### src/rtl/sort_frame_ctrl_if.sv
// Control/status bundle between the sort-filter frame sequencer and its surroundings.
// master = stimulus/filter side driving strobes; slave = sequencer.
interface sort_frame_ctrl_if #(
    parameter int CW = 16
);
    logic          vsync;
    logic          din_valid;
    logic          dp_valid;
    logic          flush_line;
    logic [CW-1:0] in_line_cnt;
    logic [CW-1:0] out_pixel_cnt;
    logic [CW-1:0] out_line_cnt;
    logic          dout_valid;
    logic          is_border;
    logic          vsync_out;
    logic          frame_done;
    logic          err_overrun;

    modport master (
        output vsync, din_valid, dp_valid,
        input  flush_line, in_line_cnt, out_pixel_cnt, out_line_cnt,
        input  dout_valid, is_border, vsync_out, frame_done, err_overrun
    );

    modport slave (
        input  vsync, din_valid, dp_valid,
        output flush_line, in_line_cnt, out_pixel_cnt, out_line_cnt,
        output dout_valid, is_border, vsync_out, frame_done, err_overrun
    );
endinterface

### src/rtl/sort_frame_ctrl.sv
// Frame/line sequencer for the 2-D sort filter: counts input lines, injects R flush lines, tracks output coords.
// Latency: output path 1 cycle from dp_valid; no backpressure, protocol violations set sticky err_overrun.
module sort_frame_ctrl #(
    parameter int IW        = 640,
    parameter int IH        = 512,
    parameter int KSZ       = 3,
    parameter int FLUSH_GAP = 4,
    parameter int CW        = 16
) (
    input  logic                 clk,
    input  logic                 rst_n,
    sort_frame_ctrl_if.slave     bus
);
    localparam int            R        = KSZ >> 1;
    localparam logic [CW-1:0] IW_LAST  = CW'(IW - 1);
    localparam logic [CW-1:0] IH_LAST  = CW'(IH - 1);
    localparam logic [CW-1:0] GAP_LAST = CW'(FLUSH_GAP - 1);
    localparam logic [CW-1:0] R_C      = CW'(R);
    localparam logic [CW-1:0] COL_HI   = CW'(IW - R);
    localparam logic [CW-1:0] ROW_HI   = CW'(IH - R);

    typedef enum logic [2:0] {IDLE, RECV, GAP, FLUSH, DRAIN} state_t;

    localparam state_t AFTER_RECV = (R == 0) ? DRAIN : GAP;

    state_t        state_q, state_d;
    logic          flush_d;
    logic          vsync_q;
    logic [CW-1:0] in_pix_q, in_line_q;
    logic [CW-1:0] gap_q, fl_pix_q, fl_line_q;
    logic [CW-1:0] col_q, row_q, out_col_q, out_row_q;
    logic          out_done_q, dout_valid_q, is_border_q, last_q, frame_done_q, err_q;

    logic in_eol, in_last, gap_end, fl_eol, fl_last, accept, at_last, border;

    assign in_eol  = bus.din_valid && (in_pix_q == IW_LAST);
    assign in_last = in_eol && (in_line_q == IH_LAST);
    assign gap_end = (gap_q == GAP_LAST);
    assign fl_eol  = (fl_pix_q == IW_LAST);
    assign fl_last = fl_eol && ((fl_line_q + CW'(1)) >= R_C);
    assign accept  = bus.dp_valid && !out_done_q;
    assign at_last = (col_q == IW_LAST) && (row_q == IH_LAST);
    assign border  = (col_q < R_C) || (col_q >= COL_HI) || (row_q < R_C) || (row_q >= ROW_HI);

    // A frame starts on the first low vsync edge after a high one; vsync_q marks that.
    always_comb begin
        state_d = state_q;
        flush_d = 1'b0;
        case (state_q)
            IDLE:  if (vsync_q && !bus.vsync) state_d = RECV;
            RECV:  if (in_last) state_d = AFTER_RECV;
            GAP:   if (gap_end) state_d = FLUSH;
            FLUSH: begin
                flush_d = 1'b1;
                if (fl_eol) state_d = fl_last ? DRAIN : GAP;
            end
            DRAIN: if (out_done_q) state_d = IDLE;
            default: state_d = IDLE;
        endcase
        if (bus.vsync) state_d = IDLE;
    end

    always_ff @(posedge clk) begin
        if (!rst_n) begin
            state_q      <= IDLE;
            vsync_q      <= 1'b0;
            in_pix_q     <= '0;
            in_line_q    <= '0;
            gap_q        <= '0;
            fl_pix_q     <= '0;
            fl_line_q    <= '0;
            col_q        <= '0;
            row_q        <= '0;
            out_col_q    <= '0;
            out_row_q    <= '0;
            out_done_q   <= 1'b0;
            dout_valid_q <= 1'b0;
            is_border_q  <= 1'b0;
            last_q       <= 1'b0;
            frame_done_q <= 1'b0;
            err_q        <= 1'b0;
        end else begin
            state_q <= state_d;
            vsync_q <= bus.vsync;
            if (bus.vsync) begin
                in_pix_q     <= '0;
                in_line_q    <= '0;
                gap_q        <= '0;
                fl_pix_q     <= '0;
                fl_line_q    <= '0;
                col_q        <= '0;
                row_q        <= '0;
                out_col_q    <= '0;
                out_row_q    <= '0;
                out_done_q   <= 1'b0;
                dout_valid_q <= 1'b0;
                is_border_q  <= 1'b0;
                last_q       <= 1'b0;
                frame_done_q <= 1'b0;
                err_q        <= 1'b0;
            end else begin
                case (state_q)
                    RECV: if (bus.din_valid) begin
                        if (in_eol) begin
                            in_pix_q  <= '0;
                            in_line_q <= in_line_q + CW'(1);
                        end else begin
                            in_pix_q  <= in_pix_q + CW'(1);
                        end
                    end
                    GAP: gap_q <= gap_end ? '0 : gap_q + CW'(1);
                    FLUSH: begin
                        if (fl_eol) begin
                            fl_pix_q  <= '0;
                            fl_line_q <= fl_line_q + CW'(1);
                        end else begin
                            fl_pix_q  <= fl_pix_q + CW'(1);
                        end
                    end
                    default: ;
                endcase

                if ((bus.din_valid && state_q != RECV) || (bus.dp_valid && out_done_q))
                    err_q <= 1'b1;

                // Output side runs independently of the FSM so frame_done may fire mid-flush.
                dout_valid_q <= accept;
                is_border_q  <= accept && border;
                last_q       <= accept && at_last;
                frame_done_q <= last_q;
                if (accept) begin
                    out_col_q <= col_q;
                    out_row_q <= row_q;
                    if (col_q == IW_LAST) begin
                        col_q <= '0;
                        if (row_q == IH_LAST) out_done_q <= 1'b1;
                        else                  row_q      <= row_q + CW'(1);
                    end else begin
                        col_q <= col_q + CW'(1);
                    end
                end
            end
        end
    end

    assign bus.flush_line    = flush_d;
    assign bus.in_line_cnt   = in_line_q;
    assign bus.out_pixel_cnt = out_col_q;
    assign bus.out_line_cnt  = out_row_q;
    assign bus.dout_valid    = dout_valid_q;
    assign bus.is_border     = is_border_q;
    assign bus.vsync_out     = vsync_q;
    assign bus.frame_done    = frame_done_q;
    assign bus.err_overrun   = err_q;
endmodule
### src/flat_wrapper.sv
// flat-port wrapper written by rule: the top's interface ports become plain ports
module sort_frame_ctrl_flat 
#(
    parameter int IW        = 640,
    parameter int IH        = 512,
    parameter int KSZ       = 3,
    parameter int FLUSH_GAP = 4,
    parameter int CW        = 16
)
  (clk, rst_n, bus_vsync, bus_din_valid, bus_dp_valid, bus_flush_line, bus_in_line_cnt, bus_out_pixel_cnt, bus_out_line_cnt, bus_dout_valid, bus_is_border, bus_vsync_out, bus_frame_done, bus_err_overrun);
  sort_frame_ctrl_if #(.CW(CW)) bus_i ();
  input  logic clk;
  input  logic rst_n;
  input wire logic [$bits(bus_i.vsync)-1:0] bus_vsync;
  input wire logic [$bits(bus_i.din_valid)-1:0] bus_din_valid;
  input wire logic [$bits(bus_i.dp_valid)-1:0] bus_dp_valid;
  output wire logic [$bits(bus_i.flush_line)-1:0] bus_flush_line;
  output wire logic [$bits(bus_i.in_line_cnt)-1:0] bus_in_line_cnt;
  output wire logic [$bits(bus_i.out_pixel_cnt)-1:0] bus_out_pixel_cnt;
  output wire logic [$bits(bus_i.out_line_cnt)-1:0] bus_out_line_cnt;
  output wire logic [$bits(bus_i.dout_valid)-1:0] bus_dout_valid;
  output wire logic [$bits(bus_i.is_border)-1:0] bus_is_border;
  output wire logic [$bits(bus_i.vsync_out)-1:0] bus_vsync_out;
  output wire logic [$bits(bus_i.frame_done)-1:0] bus_frame_done;
  output wire logic [$bits(bus_i.err_overrun)-1:0] bus_err_overrun;
  assign bus_i.vsync = bus_vsync;
  assign bus_i.din_valid = bus_din_valid;
  assign bus_i.dp_valid = bus_dp_valid;
  assign bus_flush_line = bus_i.flush_line;
  assign bus_in_line_cnt = bus_i.in_line_cnt;
  assign bus_out_pixel_cnt = bus_i.out_pixel_cnt;
  assign bus_out_line_cnt = bus_i.out_line_cnt;
  assign bus_dout_valid = bus_i.dout_valid;
  assign bus_is_border = bus_i.is_border;
  assign bus_vsync_out = bus_i.vsync_out;
  assign bus_frame_done = bus_i.frame_done;
  assign bus_err_overrun = bus_i.err_overrun;
  sort_frame_ctrl #(.IW(IW), .IH(IH), .KSZ(KSZ), .FLUSH_GAP(FLUSH_GAP), .CW(CW)) u_core (.clk(clk), .rst_n(rst_n), .bus(bus_i));
endmodule
### config.mk
export PLATFORM = sky130hd
export DESIGN_NAME = sort_frame_ctrl_flat
export DESIGN_NICKNAME = d
export VERILOG_FILES = /design/src/rtl/sort_frame_ctrl_if.sv /design/src/rtl/sort_frame_ctrl.sv /design/src/flat_wrapper.sv
export SDC_FILE = /design/constraint.sdc
export NUM_CORES = 1
export LEC_CHECK = 0
export ABC_CLOCK_PERIOD_IN_PS = 3550
export CAP_MARGIN = 25
export CORE_MARGIN = 2
export CORE_UTILIZATION = 55
export DETAILED_ROUTE_END_ITERATION = 8
export PLACE_DENSITY = 0.77
export SYNTH_ARGS = -nofsm -noshare
export SYNTH_HDL_FRONTEND = slang
export SYNTH_SLANG_ARGS = --single-unit
### constraint.sdc
create_clock -name clk -period 3.55 [get_ports clk]
set_input_delay 0.355 -clock clk [delete_from_list [all_inputs] [get_ports clk]]
set_output_delay 0.355 -clock clk [all_outputs]
set_load 0.05 [all_outputs]
**Yosys cells after proc, flatten, opt, wreduce, memory -nomap -nowiden**

Cells that the tools add are included.

- Register bits: 154
- Latch bits: 0
- RAM bits: 0
- Memory bits (read-only): 0
- Input bits: 5
- Output and inout port bits: 54
- Word-level logic and storage cells: 83
- Memories kept: 0

- $add $sub $neg: 7
- $mul: 0
- Divide/modulo/power cells: 0
- Magnitude comparators: 5
- Eq/ne operators: 16
- Shift operators: 0
- Multiplexer cells: 12
- Bitwise gates (word level): 2
- Reduce and logical (&&, ||, !) cells: 24

Operator list:

| cell | number |
|---|---|
| adder 16 x 1 -> 16 bit, second input constant | 7 |
| 2-to-1 mux 16 bit | 4 |
| equality test 16 x 10 -> 1 bit, second input constant | 3 |
| equality test 16 x 9 -> 1 bit, second input constant | 2 |
| less-than comparator 16 x 1 -> 1 bit, second input constant | 2 |
| 2-to-1 mux 3 bit | 6 |
| equality test 16 x 2 -> 1 bit, second input constant | 1 |
| greater-or-equal comparator 16 x 1 -> 1 bit, second input constant | 1 |
| greater-or-equal comparator 16 x 10 -> 1 bit, second input constant | 1 |
| greater-or-equal comparator 16 x 9 -> 1 bit, second input constant | 1 |
| case mux 3 bit (5 select lines) | 1 |
| logical AND 1 bit | 10 |
| inequality test 2 x 1 -> 1 bit, second input constant | 5 |
| AND reduction 3 bit | 3 |
| equality test 3 x 2 -> 1 bit, second input constant | 2 |
| AND reduction 5 bit | 1 |
| logical OR 1 bit | 4 |
| AND reduction 2 bit | 2 |
| equality test 3 x 1 -> 1 bit, second input constant | 1 |
| equality test 3 bit, second input constant | 1 |
| zero test 3 bit | 1 |
| inequality test 3 x 1 -> 1 bit, second input constant | 1 |
| zero test 1 bit | 2 |
| inverter 1 bit | 2 |
| other kinds (2) | 2 |

**Logic depth before layout (Yosys ltp)**

Gate-level depths: netlist of the first run.

- Word-level depth: 6
- Gate-level depth with buffers: 9
- Gate-level depth less buffers: 7

**Worst setup path after synthesis of the first run**

No wires, ideal clock.

- Path kind: reg-to-reg
- Start: register u_core.in_line_q[0], in the netlist u_core.bus.in_line_cnt[0]
- End: register u_core.state_q[1]
- Library setup time: 0.069 ns
- Arrival time: 2.190 ns
- Required time: 3.481 ns
- Path slack: 1.291 ns
- Cell stages (with the launch flop): 8
- Buffers on the path: 0
- Clock period less this slack: 2.259 ns
- Cell sequence: dfxtp_1 -> ha_1 -> nor4bb_1 -> nand4b_1 -> nor4_2 -> o211ai_2 -> or4_1 -> o21ai_1

- Word-level cells in the longest chain between the ends: 4

Ends and longest elaborated chain:

| what | RTL line | source |
|---|---|---|
| start: declaration | sort_frame_ctrl.sv:29 | `logic [CW-1:0] in_pix_q, in_line_q;` |
| start signal: assignment | sort_frame_ctrl.sv:106 | `in_line_q <= in_line_q + CW'(1);` |
| equality test 16 x 9 -> 1 bit | sort_frame_ctrl.sv:37 | `assign in_last = in_eol && (in_line_q == IH_LAST);` |
| logical AND 1 bit | sort_frame_ctrl.sv:37 |  |
| inequality test 2 x 1 -> 1 bit (no line) | n/a |  |
| AND reduction 5 bit (no line) | n/a |  |
| end signal: assignment | sort_frame_ctrl.sv:83 | `state_q <= state_d;` |
| end: declaration | sort_frame_ctrl.sv:26 | `state_t state_q, state_d;` |

Every way passes these cells.
A chain may end at the register's enable or synchronous reset.

**Worst setup path in the final report of the first run**

- Start: register u_core.state_q[0]
- End: output port bus_flush_line

- Word-level cells in the longest chain between the ends: 2

Ends and longest elaborated chain:

| what | RTL line | source |
|---|---|---|
| equality test 3 x 2 -> 1 bit | sort_frame_ctrl.sv:49 | `case (state_q)` |
| 2-to-1 mux 1 bit | sort_frame_ctrl.sv:49 |  |
| end: declaration | flat_wrapper.sv:17 | `output wire logic [$bits(bus_i.flush_line)-1:0] bus_flush_line;` |

Every way passes these cells.

==> flow_metrics.env, run 1 <==
export IMPL_outcome="completed"
export IMPL_cts_root_buffer="clkbuf_16"
export IMPL_crit_arrival_ps=2090
export IMPL_antenna_cells=0
export IMPL_dieArea_mm2=0.0139
export IMPL_track_usage_pct=21.8
export IMPL_cts_tree="done"
export IMPL_place_port_buffers=58
export IMPL_hold_violations=0
export IMPL_fin_skew_ps=6.62
export IMPL_nets=924
export IMPL_initial_core_util_pct=56.4
export IMPL_power_density_mw_per_mm2=436
export IMPL_routed_wl_mm=14.6
export IMPL_drcViolationCount=0
export IMPL_worstMarginPinSlew_ps=752
export IMPL_timing_setup_tns_ps=0
export IMPL_ys_seq_area_share_pct=43.3
export IMPL_wire_per_inst_um=13.3
export IMPL_r2r_cells=6
export IMPL_clock_sinks=154
export IMPL_p_switching_mw=0.766
export IMPL_yosysUniqueCellTypes=65
export IMPL_slew_headroom_pct=49.2
export IMPL_end_kind="output pin"
export IMPL_p_int_mw=2.89
export IMPL_cp_max_fo=10
export IMPL_clock_latency_ps=420
export IMPL_criticalPathCategory="register to output pin"
export IMPL_grt_max_degree=55
export IMPL_vdd_ir_drop_max_v=0.000338
export IMPL_p_total_mw=3.66
export IMPL_final_seq_area_mm2=0.00308
export IMPL_period_share_pct=68.8
export IMPL_hold_class="register to register"
export IMPL_path_delay_family="buffers and inverters"
export IMPL_synth_fp_nets=882
export IMPL_grt_pass1_vias=5406
export IMPL_hpwl_mm=9.73
export IMPL_h_tree_depth=4
export IMPL_synth_yosys_warnings=0
export IMPL_swShare_pct=20.9
export IMPL_path_buf_inv=2
export IMPL_rrSetupSlack_ps=1180
export IMPL_cts_made_buffers=17
export IMPL_fillerInstances=1056
export IMPL_core_mm2=0.0126
export IMPL_drive_gt1_share_pct=6.40
export IMPL_max_freq_mhz=410
export IMPL_antenna_left=0
export IMPL_maxCapViolCount=0
export IMPL_finalCriticalPeriod_ps=2440
export IMPL_clockBufferDepth=2
export IMPL_worstHoldEndpoint="u_core.bus.frame_done$_SDFF_PP0_"
export IMPL_ios=59
export IMPL_clock_power_share_pct=50.4
export IMPL_seqPwrFrac_pct=47.4
export IMPL_synth_edf_count=0
export IMPL_multi_input_area_mm2=0.00382
export IMPL_slew_viol_final=0
export IMPL_layout_common_cells="154 x dfxtp_1, 137 x nor2_1, 132 x nand2_1, 61 x a21oi_1, 58 x clkdlybuf4s50_1"
export IMPL_detail_route_iter0_violations=339
export IMPL_cp_cell_sequence="nand3b_4, clkinv_2, clkdlybuf4s50_1"
export IMPL_ctsHoldBuffers=0
export IMPL_ys_ff_latch=154
export IMPL_post_cts_buffers=0
export IMPL_p_leak_nw=2.78
export IMPL_grt_pass1_wl_mm=25.2
export IMPL_r2r_end="u_core.row_q[11]$_SDFFE_PP0P_"
export IMPL_min_delay_path_depth=1
export IMPL_dieWidth_um=118
export IMPL_final_common_cell="dfxtp_1"
export IMPL_grt_overflow=0
export IMPL_ys_flop_type="dfxtp_1"
export IMPL_path_clk_slew_ps=60
export IMPL_startpoint_type="register"
export IMPL_slowest_delay_ps=820
export IMPL_synth_area_mm2=0.00712
export IMPL_grt_antenna_before_repair=0
export IMPL_worstHoldStart="u_core.last_q$_SDFF_PP0_"
export IMPL_slowest_stage="clkdlybuf4s50_1"
export IMPL_viasPerCell=5.45
export IMPL_synthCells=867
export IMPL_cts_resized=0
export IMPL_finalSetupViolCount=0
export IMPL_place_congestion=0.879
export IMPL_cp_required_ps=3190
export IMPL_area_growth_pct=17.9
export IMPL_die_y_um=118
export IMPL_combinationalPowerShare_pct=2.2
export IMPL_worstReg2RegStart="u_core.row_q[12]$_SDFFE_PP0P_"
export IMPL_row_count=41
export IMPL_vias=5958
export IMPL_synth_avg_cell_area_um2=8.21
export IMPL_firstDrtPassIters=5
export IMPL_rsz0062_at_grt="false"
export IMPL_synthArstFlopShare_pct=0
-- Yosys cell counts, types with 3 or more instances --
cell type / n / area share (%)
clkbuf_1: 26 / 1.4
or3_1: 9 / 0.79
nor3b_1: 3 / 0.32
nor4b_1: 5 / 0.61
nand4_1: 31 / 2.7
a21oi_1: 61 / 4.3
o21ai_0: 17 / 1.2
xor2_1: 57 / 7.0
nand3_1: 42 / 3.0
nor2_1: 137 / 7.2
nor2b_1: 3 / 0.26
nand2b_1: 4 / 0.35
buf_2: 6 / 0.42
nor4_2: 4 / 0.70
inv_1: 11 / 0.58
a31oi_1: 6 / 0.53
nand2_1: 132 / 7.0
dfxtp_1: 154 / 43
xnor2_1: 32 / 3.9
and4_1: 5 / 0.61
buf_1: 4 / 0.21
mux2i_1: 3 / 0.42
ha_1: 10 / 1.8
nor3_1: 16 / 1.1
nor4_1: 9 / 0.79
or4_1: 5 / 0.53
nand4b_1: 3 / 0.37
and3_1: 18 / 1.6
and2_1: 9 / 0.79
-- metal layers --
layer / vias to the layer above / global-route usage (%) / part of all wire, %
li1: 3059 / - / -
met1: 2743 / 29.9 / 49
met2: 138 / 34.0 / 45
met3: 18 / 4.70 / 4.5
met4: 0 / 7.38 / 1.6
met5: - / 0 / 0
-- registers in the layout, summed over array words and instances (netlist names) --
name,flops
u_core.bus.dout_valid,1
u_core.bus.frame_done,1
u_core.out_done_q,1
u_core.bus.err_overrun,1
u_core.gap_q,16
u_core.last_q,1
u_core.state_q,3
u_core.bus.is_border,1
u_core.bus.vsync_out,1
u_core.fl_pix_q,16
u_core.bus.out_pixel_cnt,16
u_core.fl_line_q,16
u_core.row_q,16
u_core.bus.out_line_cnt,16
u_core.in_pix_q,16
u_core.col_q,16
u_core.bus.in_line_cnt,16
-- cell families (layout without fill, tap and decap cells) --
logic type	after synthesis	after routing	share of synthesized area, %
AO/OA/AOI/OAI	102	102	8.27
XOR/XNOR	89	89	10.9
adder cells (fa/ha/maj)	10	10	1.76
buffers and inverters	53	108	3.16
flip-flops	154	154	43.3
multiplexers	3	3	0.422
AND/OR/NAND/NOR	456	456	32.2
-- power by group through the flow --
stage                     sequential (mW)  combinational [mW]  clock, mW
after detailed placement             1.77              0.0804          0
after CTS                            1.74              0.0808       1.87
after global placement               1.77              0.0805          0
final                                1.74              0.0801       1.84
after global routing                 1.74              0.0880       1.95
after floorplan                      1.78              0.0484          0
-- worst reg2reg max path, cell delays in order, from the launching register on --
cell and delay (ps):
dfxtp_1 370, or4_1 540, nor4_2 260, nand3_1 490, nand4b_1 390, xnor2_1 160, nor2_1 60
-- stage by stage --
stage | setup slack [ps] | utilization (%) | hold slack [ps] | instances | area [um^2]
5_1_grt | 938 | 66.5 | 450 | 1094 | 8400
3_3_place_gp | 1060 | 61.7 | 408 | 1062 | 7790
6_report | 1110 | 66.5 | 434 | 1094 | 8400
4_1_cts | 1090 | 66.5 | 434 | 1094 | 8400
3_5_place_dp | 1010 | 61.7 | 420 | 1062 | 7790
2_1_floorplan | 1290 | - | 406 | 867 | 7120
-- layout make-up --
type                       instances  area share (%)
multi-input combinational        660            45.5
sequential                       154            36.7
timing repair buffer              64            7.45
clock buffer                      21            5.48
tap                              172            2.56
clock inverter                    11            1.71
inverter                          12           0.551
-- worst max path at each step --
stage,startpoint,end,slack (ps),cells past startpoint
final,u_core.state_q[0]$_SDFFE_PP0P_,bus_flush_line,1110,3
after global routing,u_core.row_q[12]$_SDFFE_PP0P_,u_core.row_q[13]$_SDFFE_PP0P_,940,6
after CTS,u_core.state_q[0]$_SDFFE_PP0P_,bus_flush_line,1090,3
after detailed placement,bus_din_valid,u_core.in_pix_q[3]$_SDFFE_PP0P_,1010,6
after global placement,bus_din_valid,u_core.in_pix_q[7]$_SDFFE_PP0P_,1060,6
after floorplan,u_core.bus.in_line_cnt[0]$_SDFFE_PP0P_,u_core.state_q[1]$_SDFFE_PP0P_,1290,7
(Power assumes the default switching activity.)
==> run 2, diff against run 1 <==
--- a/config.mk
+++ b/config.mk
@@ -5,7 +5,7 @@
 export SDC_FILE = /design/constraint.sdc
 export NUM_CORES = 1
 export LEC_CHECK = 0
-export ABC_CLOCK_PERIOD_IN_PS = 3550
+export ABC_CLOCK_PERIOD_IN_PS = 2390
 export CAP_MARGIN = 25
 export CORE_MARGIN = 2
 export CORE_UTILIZATION = 55
==> constraint.sdc (replaced) <==
create_clock -name clk -period 2.39 [get_ports clk]
set_input_delay 0.239 -clock clk [delete_from_list [all_inputs] [get_ports clk]]
set_output_delay 0.239 -clock clk [all_outputs]
set_load 0.05 [all_outputs]
==> run 2 against run 1 <==
  * First-iteration DRC count rose by 3.8%
  * Non-clock buffer count rose by 8
  * Via count grew 2.9%
  * Total power grew 44%
  * Global-route usage grew 0.61 points
  * Final cell count increased by 0.73%
  * Clock power is 40% higher
  * Sequential share of layout area shrank 0.21 points
  * Clock skew down 0.70 ps
  * Critical endpoint is now u_core.row_q[14]$_SDFFE_PP0P_
  * Highest routed layer unchanged
==> flow_metrics.env, run 2 (same netlist as run 1, synthesis figures left out) <==
export IMPL_place_congestion=0.863
export IMPL_vias=6131
export IMPL_wire_per_inst_um=14.0
export IMPL_h_tree_depth=4
export IMPL_period_share_pct=89.5
export IMPL_fin_hold_ws_ps=427
export IMPL_stdcell_count=1102
export IMPL_max_freq_mhz=467
export IMPL_finalCriticalPeriod_ps=2140
export IMPL_drcViolationCount=0
export IMPL_cts_made_buffers=17
export IMPL_startpoint_type="register"
export IMPL_grtUsageMet1_pct=30.9
export IMPL_row_count=41
export IMPL_dp_slack_ps=127
export IMPL_ctsHoldBuffers=0
export IMPL_grt_antenna_before_repair=0
export IMPL_dieWidth_um=118
export IMPL_cp_max_fo=6
export IMPL_cts_root_buffer="clkbuf_16"
export IMPL_final_seq_area_mm2=0.00308
export IMPL_grt_pass1_wl_mm=25.8
export IMPL_path_clk_slew_ps=60
export IMPL_layout_common_cells="154 x dfxtp_1, 137 x nor2_1, 132 x nand2_1, 61 x a21oi_1"
export IMPL_cp_required_ps=2750
export IMPL_criticalPathCategory="register to register"
export IMPL_post_cts_buffers=0
export IMPL_fin_skew_ps=5.92
export IMPL_fillerInstances=1103
export IMPL_vdd_ir_drop_max_v=0.000413
export IMPL_p_leak_nw=2.81
export IMPL_slew_headroom_pct=65.4
export IMPL_detail_route_iter0_violations=352
export IMPL_crit_arrival_ps=2500
export IMPL_core_mm2=0.0126
export IMPL_hold_class="register to register"
export IMPL_final_common_cell="dfxtp_1"
export IMPL_maxCapViolCount=0
export IMPL_met3_usage_pct=4.26
export IMPL_track_usage_pct=22.4
export IMPL_hold_violations=0
export IMPL_power_density_mw_per_mm2=625
export IMPL_grt_pass1_vias=5429
export IMPL_initial_core_util_pct=56.4
export IMPL_grt_max_degree=60
export IMPL_routed_wl_mm=15.4
export IMPL_rsz0062_at_grt="false"
export IMPL_place_inst=1070
export IMPL_ios=59
export IMPL_top_usage_layer="met2"
export IMPL_drive_gt1_share_pct=7.53
export IMPL_hpwl_mm=10.1
export IMPL_slew_viol_final=0
export IMPL_cts_tree="done"
export IMPL_viasPerCell=5.56
export IMPL_area_growth_pct=18.6
export IMPL_multi_input_area_mm2=0.00383
export IMPL_nets=932
export IMPL_clock_latency_ps=420
export IMPL_setup_ws_ps=251
export IMPL_timing_setup_tns_ps=0
export IMPL_p_total_mw=5.27
export IMPL_finalSetupViolCount=0
export IMPL_outcome="completed"
export IMPL_place_port_buffers=58
export IMPL_firstDrtPassIters=5
export IMPL_worstMarginPinSlew_ps=517
export IMPL_clockBufferDepth=2
export IMPL_cts_resized=0
export IMPL_die_y_um=118
export IMPL_clock_sinks=154
export IMPL_dieArea_mm2=0.0139
export IMPL_antenna_left=0
export IMPL_antenna_cells=0
export IMPL_grt_overflow=0
export IMPL_use_met2_pct=35.3
export IMPL_end_kind="register"
run 2: cell types whose count changed in the layout (fill, tap and decap cells not counted), sizes merged, moves of 2 or more:
cell / before / now
buf: 6 / 14
clkinvlp: 1 / 5
bufinv: 3 / 1
clkbuf: 21 / 19
clkinv: 7 / 5
inv: 12 / 14
run 2: routing by layer:
| layer | part of all wire [%] | vias up |
|---|---|---|
| met5 | 0 | - |
| met4 | 1.4 | 0 |
| met3 | 4.6 | 17 |
| met2 | 46 | 147 |
| met1 | 48 | 2885 |
| li1 | - | 3082 |
run 2: final timing paths:
kind | startpoint | endpoint | slack [ps] | depth (start not counted)
min | u_core.last_q$_SDFF_PP0_ | u_core.bus.frame_done$_SDFF_PP0_ | 430 | 1
max | u_core.col_q[1]$_SDFFE_PP0P_ | u_core.row_q[14]$_SDFFE_PP0P_ | 250 | 6
max reg2reg | u_core.col_q[1]$_SDFFE_PP0P_ | u_core.row_q[14]$_SDFFE_PP0P_ | 250 | 6
min reg2reg | u_core.last_q$_SDFF_PP0_ | u_core.bus.frame_done$_SDFF_PP0_ | 430 | 1
run 2: cell type report:
| type | instances | area share, % |
|---|---|---|
| clock buffer | 19 | 5.36 |
| inverter | 12 | 0.548 |
| clock inverter | 13 | 1.39 |
| sequential | 154 | 36.5 |
| multi-input combinational | 660 | 45.3 |
| timing repair buffer | 72 | 8.30 |
| tap | 172 | 2.55 |
run 2: through the flow:
stage / util, % / cell area, um^2
2_1_floorplan: - / 7120
3_3_place_gp: 62.3 / 7860
3_5_place_dp: 62.3 / 7860
4_1_cts: 66.8 / 8430
5_1_grt: 66.9 / 8440
6_report: 66.9 / 8440
run 2: critical path: stages, from the launching register on:
cell and delay [ps]:
dfxtp_1 450, ha_1 320, nand3_2 170, nor3_2 320
nand3_1 220, or4_1 450, a21oi_1 140
run 2: power by group:
| group | leakage (nW) | internal (mW) | switching [mW] |
|---|---|---|---|
| Sequential | 1.24 | 2.57 | 0.00621 |
| Combinational | 1.30 | 0.0333 | 0.0927 |
| Clock | 0.268 | 1.49 | 1.08 |
| Total | 2.81 | 4.10 | 1.18 |
==> run 3, diff against run 2 <==
--- a/config.mk
+++ b/config.mk
@@ -5,7 +5,7 @@
 export SDC_FILE = /design/constraint.sdc
 export NUM_CORES = 1
 export LEC_CHECK = 0
-export ABC_CLOCK_PERIOD_IN_PS = 2390
+export ABC_CLOCK_PERIOD_IN_PS = 2200
 export CAP_MARGIN = 25
 export CORE_MARGIN = 2
 export CORE_UTILIZATION = 55
==> constraint.sdc (replaced) <==
create_clock -name clk -period 2.2 [get_ports clk]
set_input_delay 0.22 -clock clk [delete_from_list [all_inputs] [get_ports clk]]
set_output_delay 0.22 -clock clk [all_outputs]
set_load 0.05 [all_outputs]
==> run 3 against run 2 <==
  * Clock skew rose by 2.1 ps
  * Setup slack lost 98 ps
  * Global-route usage rose by 0.36 points
  * Final cell count up 2.1%
  * Critical path type is now register to output pin
  * Via count is 0.42% higher
  * Core utilization rose by 1.9 points
  * Sequential power rose by 8.5%
==> flow_metrics.env, run 3 (same netlist as run 1, synthesis figures left out) <==
export IMPL_area_growth_pct=21.9
export IMPL_p_leak_nw=2.97
export IMPL_drive_gt1_share_pct=10.1
export IMPL_fin_skew_ps=8.06
export IMPL_path_clk_slew_ps=60
export IMPL_criticalPathCategory="register to output pin"
export IMPL_hpwl_mm=10.3
export IMPL_dieArea_mm2=0.0139
export IMPL_dieWidth_um=118
export IMPL_place_port_buffers=58
export IMPL_grt_antenna_before_repair=0
export IMPL_period_share_pct=93.1
export IMPL_cp_cell_sequence="clkdlybuf4s50_1"
export IMPL_worstMarginPinSlew_ps=527
export IMPL_end_kind="output pin"
export IMPL_vdd_ir_drop_max_v=0.000384
export IMPL_core_mm2=0.0126
export IMPL_rrSetupSlack_ps=160
export IMPL_final_common_cell="dfxtp_1"
export IMPL_detail_route_iter0_violations=387
export IMPL_maxCapViolCount=0
export IMPL_critPathLaunch="u_core.bus.in_line_cnt[2]$_SDFFE_PP0P_"
export IMPL_clock_sinks=154
export IMPL_grt_overflow=0
export IMPL_outcome="completed"
export IMPL_ctsHoldBuffers=0
export IMPL_slowest_stage="clkdlybuf4s50_1"
export IMPL_max_freq_mhz=488
export IMPL_ios=59
export IMPL_h_tree_depth=4
export IMPL_finalCriticalPeriod_ps=2050
export IMPL_path_delay_family="buffers and inverters"
export IMPL_row_count=41
export IMPL_antenna_left=0
export IMPL_clockBufferDepth=2
export IMPL_track_usage_pct=22.7
export IMPL_hold_class="register to register"
export IMPL_slowest_delay_ps=870
export IMPL_place_congestion=0.868
export IMPL_cts_made_buffers=17
export IMPL_layout_common_cells="152 x dfxtp_1, 137 x nor2_1, 132 x nand2_1, 61 x a21oi_1"
export IMPL_nets=959
export IMPL_viasPerCell=5.47
export IMPL_cp_max_fo=9
export IMPL_wire_per_inst_um=13.5
export IMPL_slew_viol_final=0
export IMPL_routed_wl_mm=15.2
export IMPL_grt_pass1_wl_mm=26.4
export IMPL_grt_pass1_vias=5671
export IMPL_cp_required_ps=1980
export IMPL_fillerInstances=1027
export IMPL_power_density_mw_per_mm2=673
export IMPL_grt_max_degree=56
export IMPL_die_y_um=118
export IMPL_firstDrtPassIters=5
export IMPL_antenna_cells=0
export IMPL_crit_arrival_ps=1830
export IMPL_crit_end="bus_in_line_cnt[2]"
export IMPL_clock_latency_ps=430
export IMPL_cp_depth=1
export IMPL_vias=6157
export IMPL_finish_instance_area_mm2=0.00868
export IMPL_rsz0062_at_grt="false"
export IMPL_p_total_mw=5.85
export IMPL_slew_headroom_pct=64.8
export IMPL_initial_core_util_pct=56.4
export IMPL_cts_tree="done"
export IMPL_cts_root_buffer="clkbuf_16"
export IMPL_r2r_end="u_core.row_q[15]$_SDFFE_PP0P_"
export IMPL_r2r_cells=6
export IMPL_finalSetupViolCount=0
export IMPL_drcViolationCount=0
export IMPL_final_util_pct=68.8
export IMPL_hold_violations=0
export IMPL_path_buf_inv=1
export IMPL_place_area_mm2=0.00807
export IMPL_worstReg2RegStart="u_core.col_q[2]$_SDFFE_PP0P_"
export IMPL_startpoint_type="register"
export IMPL_post_cts_buffers=0
-- run 3: final cells by class --
cell class                 count  area [um^2]  area share (%)
tap                          172          215            2.48
sequential                   154         3090            35.5
inverter                      12         46.3           0.533
clock buffer                  21          460            5.30
timing repair buffer          99          898            10.3
clock inverter                 7          120            1.38
multi-input combinational    660         3860            44.4
-- run 3: per-layer routing --
layer | track usage [%] | up-vias | wire, um
li1 | - | 3117 | -
met5 | 0 | - | 0
met4 | 8.36 | 0 | 228
met1 | 30.5 | 2880 | 7310
met2 | 36.2 | 139 | 6980
met3 | 4.80 | 21 | 706
-- run 3: worst min-delay path by stage --
stage,endpoint,depth (start not counted),slack (ps),from
floorplan,u_core.bus.vsync_out$_SDFF_PN0_,1,340,bus_vsync
global placement,u_core.bus.frame_done$_SDFF_PP0_,1,430,u_core.last_q$_SDFF_PP0_
detailed placement,u_core.bus.frame_done$_SDFF_PP0_,1,430,u_core.last_q$_SDFF_PP0_
CTS,u_core.bus.frame_done$_SDFF_PP0_,1,440,u_core.last_q$_SDFF_PP0_
global route,u_core.bus.out_line_cnt[0]$_SDFFE_PP0P_,2,470,u_core.bus.out_line_cnt[0]$_SDFFE_PP0P_
finish,u_core.bus.frame_done$_SDFF_PP0_,1,430,u_core.last_q$_SDFF_PP0_
-- run 3: what timing repair did --
action	CTS	global route
resized for setup	0	6
endpoints found under the setup margin	0	2
endpoints found under the hold margin	0	0
-- run 3: power by group --
part	switching (mW)	internal, mW
registers	0.00583	2.79
clock network	1.08	1.82
logic	0.101	0.0418
total	1.19	4.65
-- run 3: metrics by stage --
stage	setup slack, ps	instances	hold slack (ps)	TNS, ps
3_3_place_gp	67.4	1097	428	0
2_1_floorplan	66.3	867	342	0
4_1_cts	88.1	1125	440	0
3_5_place_dp	-12.4	1097	426	-12.4
6_report	152	1125	435	0
5_1_grt	14.8	1125	470	0
